`config.mk`:
```
export PLATFORM = sky130hd
export DESIGN_NAME = water_pump_controller
export DESIGN_NICKNAME = d
export VERILOG_FILES = /design/src/rtl/water_pkg.sv /design/src/rtl/water_tick_gen.sv /design/src/rtl/water_pump_controller.sv
export SDC_FILE = /design/constraint.sdc
export NUM_CORES = 1
export LEC_CHECK = 0
export CORE_MARGIN = 2
export CORE_UTILIZATION = 40
export DETAILED_ROUTE_END_ITERATION = 10
export GPL_TIMING_DRIVEN = 0
export PLACE_DENSITY_LB_ADDON = 0.3
export SLEW_MARGIN = 40
export SYNTH_ARGS = -nofsm -noshare
export SYNTH_HDL_FRONTEND = slang
export SYNTH_SLANG_ARGS = --single-unit
```
`constraint.sdc`:
```
create_clock -name clk -period 2.2 [get_ports clk]
set_input_delay 0.44 -clock clk [delete_from_list [all_inputs] [get_ports clk]]
set_output_delay 0.44 -clock clk [all_outputs]
set_load 0.005 [all_outputs]
```
`src/rtl/water_pkg.sv`:
```
// Shared types and helpers for the water-supply control blocks.
package water_pkg;

  typedef enum logic [1:0] {
    LVL_CRITICAL = 2'b00,
    LVL_LOW      = 2'b01,
    LVL_MID      = 2'b10,
    LVL_HIGH     = 2'b11
  } level_t;

  typedef enum logic [1:0] {
    ST_IDLE    = 2'b00,
    ST_FILLING = 2'b01,
    ST_SETTLE  = 2'b10,
    ST_FAULT   = 2'b11
  } pump_state_t;

  localparam int FILL_COUNT_W = 16;

  // Bits needed to hold 0..max_val, never less than one.
  function automatic int cnt_width(input int max_val);
    return (max_val < 2) ? 1 : $clog2(max_val + 1);
  endfunction

endpackage

```
`src/rtl/water_tick_gen.sv`:
```
// Free-running divider: pulses tick for one cycle every TICK_DIV clocks.
module water_tick_gen
  import water_pkg::*;
#(
  parameter int TICK_DIV = 50_000_000
) (
  input  logic clk,
  input  logic reset,
  output logic tick
);

  localparam int              DIV_W = cnt_width(TICK_DIV - 1);
  localparam logic [DIV_W-1:0] LAST = DIV_W'(TICK_DIV - 1);

  logic [DIV_W-1:0] r_div;

  // NOTE: sequential state uses non-blocking assignment so every flop samples pre-edge values.
  always_ff @(posedge clk or posedge reset) begin
    if (reset) begin
      r_div <= '0;
    end else if (r_div == LAST) begin
      r_div <= '0;
    end else begin
      r_div <= r_div + 1'b1;
    end
  end

  assign tick = (r_div == LAST);

endmodule

```
`src/rtl/water_pump_controller.sv`:
```
// Refill sequencer for the supply pump and inlet valve, with timeout fault and critical alarm.
// Optional WATER_PUMP_STATS_EN adds a saturating fill_count output.
module water_pump_controller
  import water_pkg::*;
#(
  parameter int TICK_DIV      = 50_000_000,
  parameter int MIN_RUN_TICKS = 5,
  parameter int TIMEOUT_TICKS = 60,
  parameter int SETTLE_TICKS  = 10
) (
  input  logic       clk,
  input  logic       reset,
  input  logic [1:0] encoded_water,
  input  logic       enable,
  input  logic       fault_clear,
  output logic       pump_on,
  output logic       valve_open,
  output logic       fault,
  output logic       alarm_critical,
  output logic [1:0] state
`ifdef WATER_PUMP_STATS_EN
  ,
  output logic [FILL_COUNT_W-1:0] fill_count
`endif
);

  localparam int RUN_W = cnt_width(MIN_RUN_TICKS);
  localparam int TO_W  = cnt_width(TIMEOUT_TICKS);
  localparam int SET_W = cnt_width(SETTLE_TICKS);
  localparam logic [RUN_W-1:0] RUN_LIM    = RUN_W'(MIN_RUN_TICKS);
  localparam logic [TO_W-1:0]  TO_LIM     = TO_W'(TIMEOUT_TICKS);
  localparam logic [SET_W-1:0] SETTLE_LIM = SET_W'(SETTLE_TICKS);

  logic             w_tick;
  logic             w_enter;
  logic             w_rise;
  level_t           r_lvl_q;
  level_t           r_lvl_prev;
  pump_state_t      r_state;
  pump_state_t      w_state_next;
  logic [RUN_W-1:0] r_run_cnt;
  logic [TO_W-1:0]  r_to_cnt;
  logic [SET_W-1:0] r_settle_cnt;

  water_tick_gen #(.TICK_DIV(TICK_DIV)) u_tick (
    .clk  (clk),
    .reset(reset),
    .tick (w_tick)
  );

  // NOTE: default assigned before the case so no path leaves w_state_next unassigned (no latch).
  always_comb begin
    w_state_next = r_state;
    case (r_state)
      ST_IDLE:
        if (enable && (r_lvl_q <= LVL_LOW)) w_state_next = ST_FILLING;
      ST_FILLING:
        if (!enable)                                          w_state_next = ST_IDLE;
        else if ((r_lvl_q == LVL_HIGH) && (r_run_cnt >= RUN_LIM)) w_state_next = ST_SETTLE;
        else if (r_to_cnt == TO_LIM)                          w_state_next = ST_FAULT;
      ST_SETTLE:
        if (r_settle_cnt == SETTLE_LIM) w_state_next = ST_IDLE;
      ST_FAULT:
        if (fault_clear) w_state_next = ST_IDLE;
      default: w_state_next = ST_IDLE;
    endcase
  end

  assign w_enter = (w_state_next != r_state);
  assign w_rise  = (r_lvl_q > r_lvl_prev);

  // Counters only matter in their own state; state entry restarts them all.
  always_ff @(posedge clk or posedge reset) begin
    if (reset) begin
      r_run_cnt    <= '0;
      r_to_cnt     <= '0;
      r_settle_cnt <= '0;
    end else if (w_enter) begin
      r_run_cnt    <= '0;
      r_to_cnt     <= '0;
      r_settle_cnt <= '0;
    end else begin
      if (w_tick && (r_run_cnt != RUN_LIM)) r_run_cnt <= r_run_cnt + 1'b1;
      if (w_rise)                                r_to_cnt <= '0;
      else if (w_tick && (r_to_cnt != TO_LIM))   r_to_cnt <= r_to_cnt + 1'b1;
      if (w_tick && (r_settle_cnt != SETTLE_LIM)) r_settle_cnt <= r_settle_cnt + 1'b1;
    end
  end

  // Drive outputs from the next state so they switch on the same edge as the state.
  always_ff @(posedge clk or posedge reset) begin
    if (reset) begin
      r_state        <= ST_IDLE;
      r_lvl_q        <= LVL_CRITICAL;
      r_lvl_prev     <= LVL_CRITICAL;
      pump_on        <= 1'b0;
      valve_open     <= 1'b0;
      fault          <= 1'b0;
      alarm_critical <= 1'b0;
    end else begin
      r_state        <= w_state_next;
      r_lvl_q        <= level_t'(encoded_water);
      r_lvl_prev     <= r_lvl_q;
      pump_on        <= (w_state_next == ST_FILLING);
      valve_open     <= (w_state_next == ST_FILLING);
      fault          <= (w_state_next == ST_FAULT);
      alarm_critical <= (encoded_water == LVL_CRITICAL);
    end
  end

  assign state = r_state;

`ifdef WATER_PUMP_STATS_EN
  logic [FILL_COUNT_W-1:0] r_fill_count;

  always_ff @(posedge clk or posedge reset) begin
    if (reset) begin
      r_fill_count <= '0;
    end else if ((r_state == ST_FILLING) && (w_state_next == ST_SETTLE) && (r_fill_count != '1)) begin
      r_fill_count <= r_fill_count + 1'b1;
    end
  end

  assign fill_count = r_fill_count;
`endif

endmodule
```
Word level (Yosys, flattened, before mapping):

Cells that the tools add are included.

* add/sub/neg operators: 4
* $lt $le $gt $ge: 3
* equality and inequality tests: 13
* multiplexer cells: 15
* reduce and logical (&&, ||, !) cells: 10

Operators with widths (count)
* adder 26 x 1 -> 26 bit, second input constant: 1
* == test 26 bit, second input constant: 1
* two-way mux 26 bit: 1
* two-way mux 6 bit: 3
* two-way mux 2 bit: 6
* == test 2 bit, second input constant: 4
* two-way mux 4 bit: 2
* case mux 2 bit (4 select lines): 1
* adder 6 x 1 -> 6 bit, second input constant: 1
* == test 6 bit, second input constant: 1
* two-way mux 3 bit: 2
* inequality test 6 bit, second input constant: 1
* logical AND 1 bit: 5
* adder 4 x 1 -> 4 bit, second input constant: 1
* == test 2 x 1 -> 1 bit, second input constant: 2
* == test 4 bit, second input constant: 1
* zero test 2 bit: 2
* inequality test 4 bit, second input constant: 1
* nonzero test 2 bit: 2
* adder 3 x 1 -> 3 bit, second input constant: 1
* >= comparator 3 bit, second input constant: 1
* inequality test 3 bit, second input constant: 1
* nonzero test 3 bit: 1
* greater-than comparator 2 bit: 1
* 2 further kinds: 2

* bits in registers: 48

Longest topological paths before layout:

* depth in word-level cells: 7
* mapped depth: 8

Hierarchy:

Synthesis repeated with hierarchy kept, for this count alone.

* cell total of the unflattened synthesis: 236
* area total of the unflattened synthesis: 2429.8 µm²

Modules (own cells, without submodules)
* water_tick_gen: instances 1, cells an instance 127, area each 1298.7 µm², seq. area each 650.6 µm²
* water_pump_controller: instances 1, cells an instance 109, area each 1131.1 µm², seq. area each 550.5 µm²

Worst setup path after synthesis:

No wires, ideal clock.

* path type: register to register
* start point: reg u_tick.r_div[0]
* end point: reg r_run_cnt[1]
* setup time: 0.078 ns
* data arrival time: 1.917 ns
* required time: 2.122 ns
* path slack: 0.205 ns
* cell stages (with the launch flop): 8
* buffers on the path: 1
* cell sequence: dfrtp_1 ha_1 and4_1 nand3_2 or3_1 buf_2 or3_1 a21oi_1

* word-level cells in the longest chain between the ends: 3

Ends and longest elaborated chain
* start, declared: line water_tick_gen.sv:15 `logic [DIV_W-1:0] r_div;`
* start signal, assigned: line water_tick_gen.sv:24 `r_div <= r_div + 1'b1;`
* == test 26 bit: line water_tick_gen.sv:28 `assign tick = (r_div == LAST);`
* logical AND 1 bit: line water_pump_controller.sv:83 `if (w_tick && (r_run_cnt != RUN_LIM)) r_run_cnt <= r_run_cnt + 1'b1;`
* nonzero test 2 bit (no source line)
* end signal, assigned: line water_pump_controller.sv:83
* end, declared: line water_pump_controller.sv:41 `logic [RUN_W-1:0] r_run_cnt;`

No other way between the ends.
A chain may end at the register's enable or synchronous reset.

Worst setup path in the final report:

* start point: reg u_tick.r_div[0]
* end point: reg r_to_cnt[5]

* word-level cells in the longest chain between the ends: 3

Ends and longest elaborated chain
* == test 26 bit: line water_tick_gen.sv:28
* logical AND 1 bit: line water_pump_controller.sv:85 `else if (w_tick && (r_to_cnt != TO_LIM)) r_to_cnt <= r_to_cnt + 1'b1;`
* nonzero test 3 bit (no source line)
* end signal, assigned: line water_pump_controller.sv:85
* end, declared: line water_pump_controller.sv:42 `logic [TO_W-1:0] r_to_cnt;`

No other way between the ends.

==> flow_metrics.py <==
metrics = {
    "clocking": {
        "cts_buffer_depth": 2,
        "tritoncts": "done",
        "numCtsBuffers": 5,
        "htreeDepth": 2,
        "cts_root_buf": "clkbuf_8",
        "insertion_delay_ns": 0.30,
        "cts.clk_slew.worst_paths_ns": 0.09,
        "cts_sinks": 48,
        "hold_buffers": 0,
    },
    "yosys": {
        "syn_nets": 250,
        "async_flop_share_pct": 100,
        "yosysUniqueCellTypes": 41,
        "seq_area_frac_synth_pct": 50.4,
        "yosysWarnings": 0,
        "syn_area_um2": 2380,
        "netlist_top_cells_area": "dfrtp_1 (50%), xnor2_1 (6.2%), ha_1 (4.7%)",
        "synth_edf_count": 0,
        "synth.top_cell.area_share_pct": 50.4,
        "synth_flop_cell": "dfrtp_1",
        "ys_ff_latch": 48,
        "netlist_instances": 235,
        "synth.avg_cell_area_um2": 10.1,
        "yosys.area.top_type": "dfrtp_1",
    },
    "floorplanning": {
        "initial_core_util_pct": 40.7,
        "die_y_um": 81.2,
        "rows": 28,
        "dieArea_um2": 6590,
        "io_pins": 12,
        "die_w_um": 81.2,
        "coreArea_um2": 5850,
    },
    "timing": {
        "finalClockSkew_ns": 0.0103,
        "relSlewSlack_pct": 60.9,
        "slew_viol_final": 0,
        "setup_viol": 0,
        "max_clock_freq_mhz": 474,
        "period_needed_ns": 2.11,
        "tightest_slew_ns": 0.581,
        "setup_slack_ns": 0.0907,
        "fin_crit_sh_pct": 95.9,
        "hold_viol_final": 0,
        "rsz0062_at_grt": "false",
    },
    "critical_path": {
        "path_delay_family": "simple AND/OR/NAND/NOR gates",
        "cpMostUsedCell": "or3_1",
        "crit_cells": 7,
        "cp_max_fo": 10,
        "slowest_delay_ns": 0.39,
        "crit_arrival_ns": 2.34,
        "worst-path-buf-inv": 1,
        "rr_worst_depth": 7,
        "critPathCaptureType": "register",
        "start_kind": "register",
        "cp.required_ns": 2.43,
        "path_cells": "ha_2 -> and4_4 -> nand3_4 -> or3_1 -> buf_2 -> or3_1 -> a21oi_1",
        "crit_type": "reg2reg",
        "slowest_stage": "dfrtp_1",
    },
    "drt": {
        "wl_mm": 4.32,
        "wl_per_cell_um": 13.1,
        "firstDrtPassIters": 4,
        "drt_iter0_drc": 104,
        "viasPerCell": 5.12,
        "via_count": 1695,
        "postRouteAntennaNets": 0,
        "drc": 0,
    },
    "power": {
        "total_power_w": 0.00152,
        "ir_drop_v": 0.000251,
        "power_density_nw_per_um2": 547,
        "p_leak_nw": 1.16,
    },
    "grt": {
        "grt_first_pass_wirelength_mm": 7.69,
        "antenna_found_initial": 0,
        "first_global_vias": 1663,
        "grt_max_degree": 41,
        "track_usage_pct": 15.3,
        "grt_overflow_total": 0,
    },
    "cells_and_area": {
        "fin_util_pct": 47.4,
        "postLayoutCellArea_um2": 2770,
        "drive_gt1_share_pct": 10.5,
        "diodes": 0,
        "finalNonFillerCells": 331,
        "nets": 270,
        "area_delta_synth_final_pct": 16.3,
        "layout_common_cells": "dfrtp_1 (47), nor2_1 (22), xnor2_1 (17)",
        "mostFrequentLayoutCell": "dfrtp_1",
    },
    "job": {
        "maxCapViolCount": 0,
    },
    "placed_design": {
        "dp_worst_setup_slack_ns": -0.126,
        "io_buffers": 11,
        "placedCellCount": 322,
        "placed_cell_area_um2": 2620,
        "dp_hpwl_mm": 3.03,
        "globalplace.congestion": 0.739,
    },
    "run_status": {
        "status": "finished clean",
    },
    "worst_hold_path": {
        "hold_path_class": "in2async",
    },
}
-- layout make-up --
cell class	instances	area, µm²
buffer	4	21.3
clock buffer	7	86.3
clock inverter	1	7.51
fill	567	3080
inverter	15	58.8
multi-input combinational	167	1160
sequential	48	1200
tap	75	93.8
timing repair buffer	14	145
-- where the power goes --
| group | switching (W) | internal (W) |
|---|---|---|
| logic | 0.0000428 | 0.0000349 |
| registers | 0.00000609 | 0.000889 |
| clock network | 0.000288 | 0.000256 |
| total | 0.000337 | 0.00118 |
-- synthesized netlist by cell type, drive strengths merged (6+ instances only) --
library cell and count:
dfrtp 48, nand3 15, ha 9, nor2 22, o21ai 6, nand2 16
xnor2 17, or3 8, nor3 12, inv 15, a21oi 12, xor2 6
-- per-layer routing --
layer,global-route usage (%),up-vias,routed length [µm]
met5,0,-,0
met4,5.08,0,63
met3,3.67,6,82
met2,24.6,11,2090
met1,20.2,819,2080
li1,-,859,-
-- cells by family after synthesis --
logic type	synth area share (%)
buffers and inverters	3.36
AO/OA/AOI/OAI	7.19
adder cells (fa/ha/maj)	4.72
XOR/XNOR	8.45
AND/OR/NAND/NOR	24.2
flip-flops	50.4
multiplexers	1.68
-- worst paths after layout --
path | startpoint | endpoint | slack (ns)
setup / recovery | u_tick.r_div[0] | r_to_cnt[5] | 0.09
hold / removal | reset | r_to_cnt[3] | 0.37
setup reg to reg | u_tick.r_div[0] | r_to_cnt[5] | 0.09
hold reg to reg | r_lvl_q[0] | r_lvl_prev[0] | 0.42
max in group asynchronous | reset | u_tick.r_div[9] | 1.39
min in group clk | r_lvl_q[0] | r_lvl_prev[0] | 0.42
-- registers in the layout, indices dropped and copies added, names as in the netlist --
signal and flops:
r_run_cnt 3, r_settle_cnt 4, fault 1, u_tick.r_div 26, valve_open 1, r_lvl_prev 2
state 2, r_to_cnt 6, alarm_critical 1, r_lvl_q 2
-- stage by stage --
| step | TNS (ns) | hold slack (ns) |
|---|---|---|
| 2_1_floorplan | 0 | 0.374 |
| 3_3_place_gp | -19.69 | 0.406 |
| 3_5_place_dp | -1.01 | 0.402 |
| 4_1_cts | 0 | 0.376 |
| 5_1_grt | 0 | 0.382 |
| 6_report | 0 | 0.372 |
-- timing repair --
| action | CTS | global route |
|---|---|---|
| hold endpoints to repair | 0 | 0 |
| gates resized for setup | 3 | 8 |
| setup endpoints to repair | 11 | 18 |
| pin swaps | 0 | 4 |
| buffers inserted | 0 | 2 |
(Power assumes the default switching activity.)
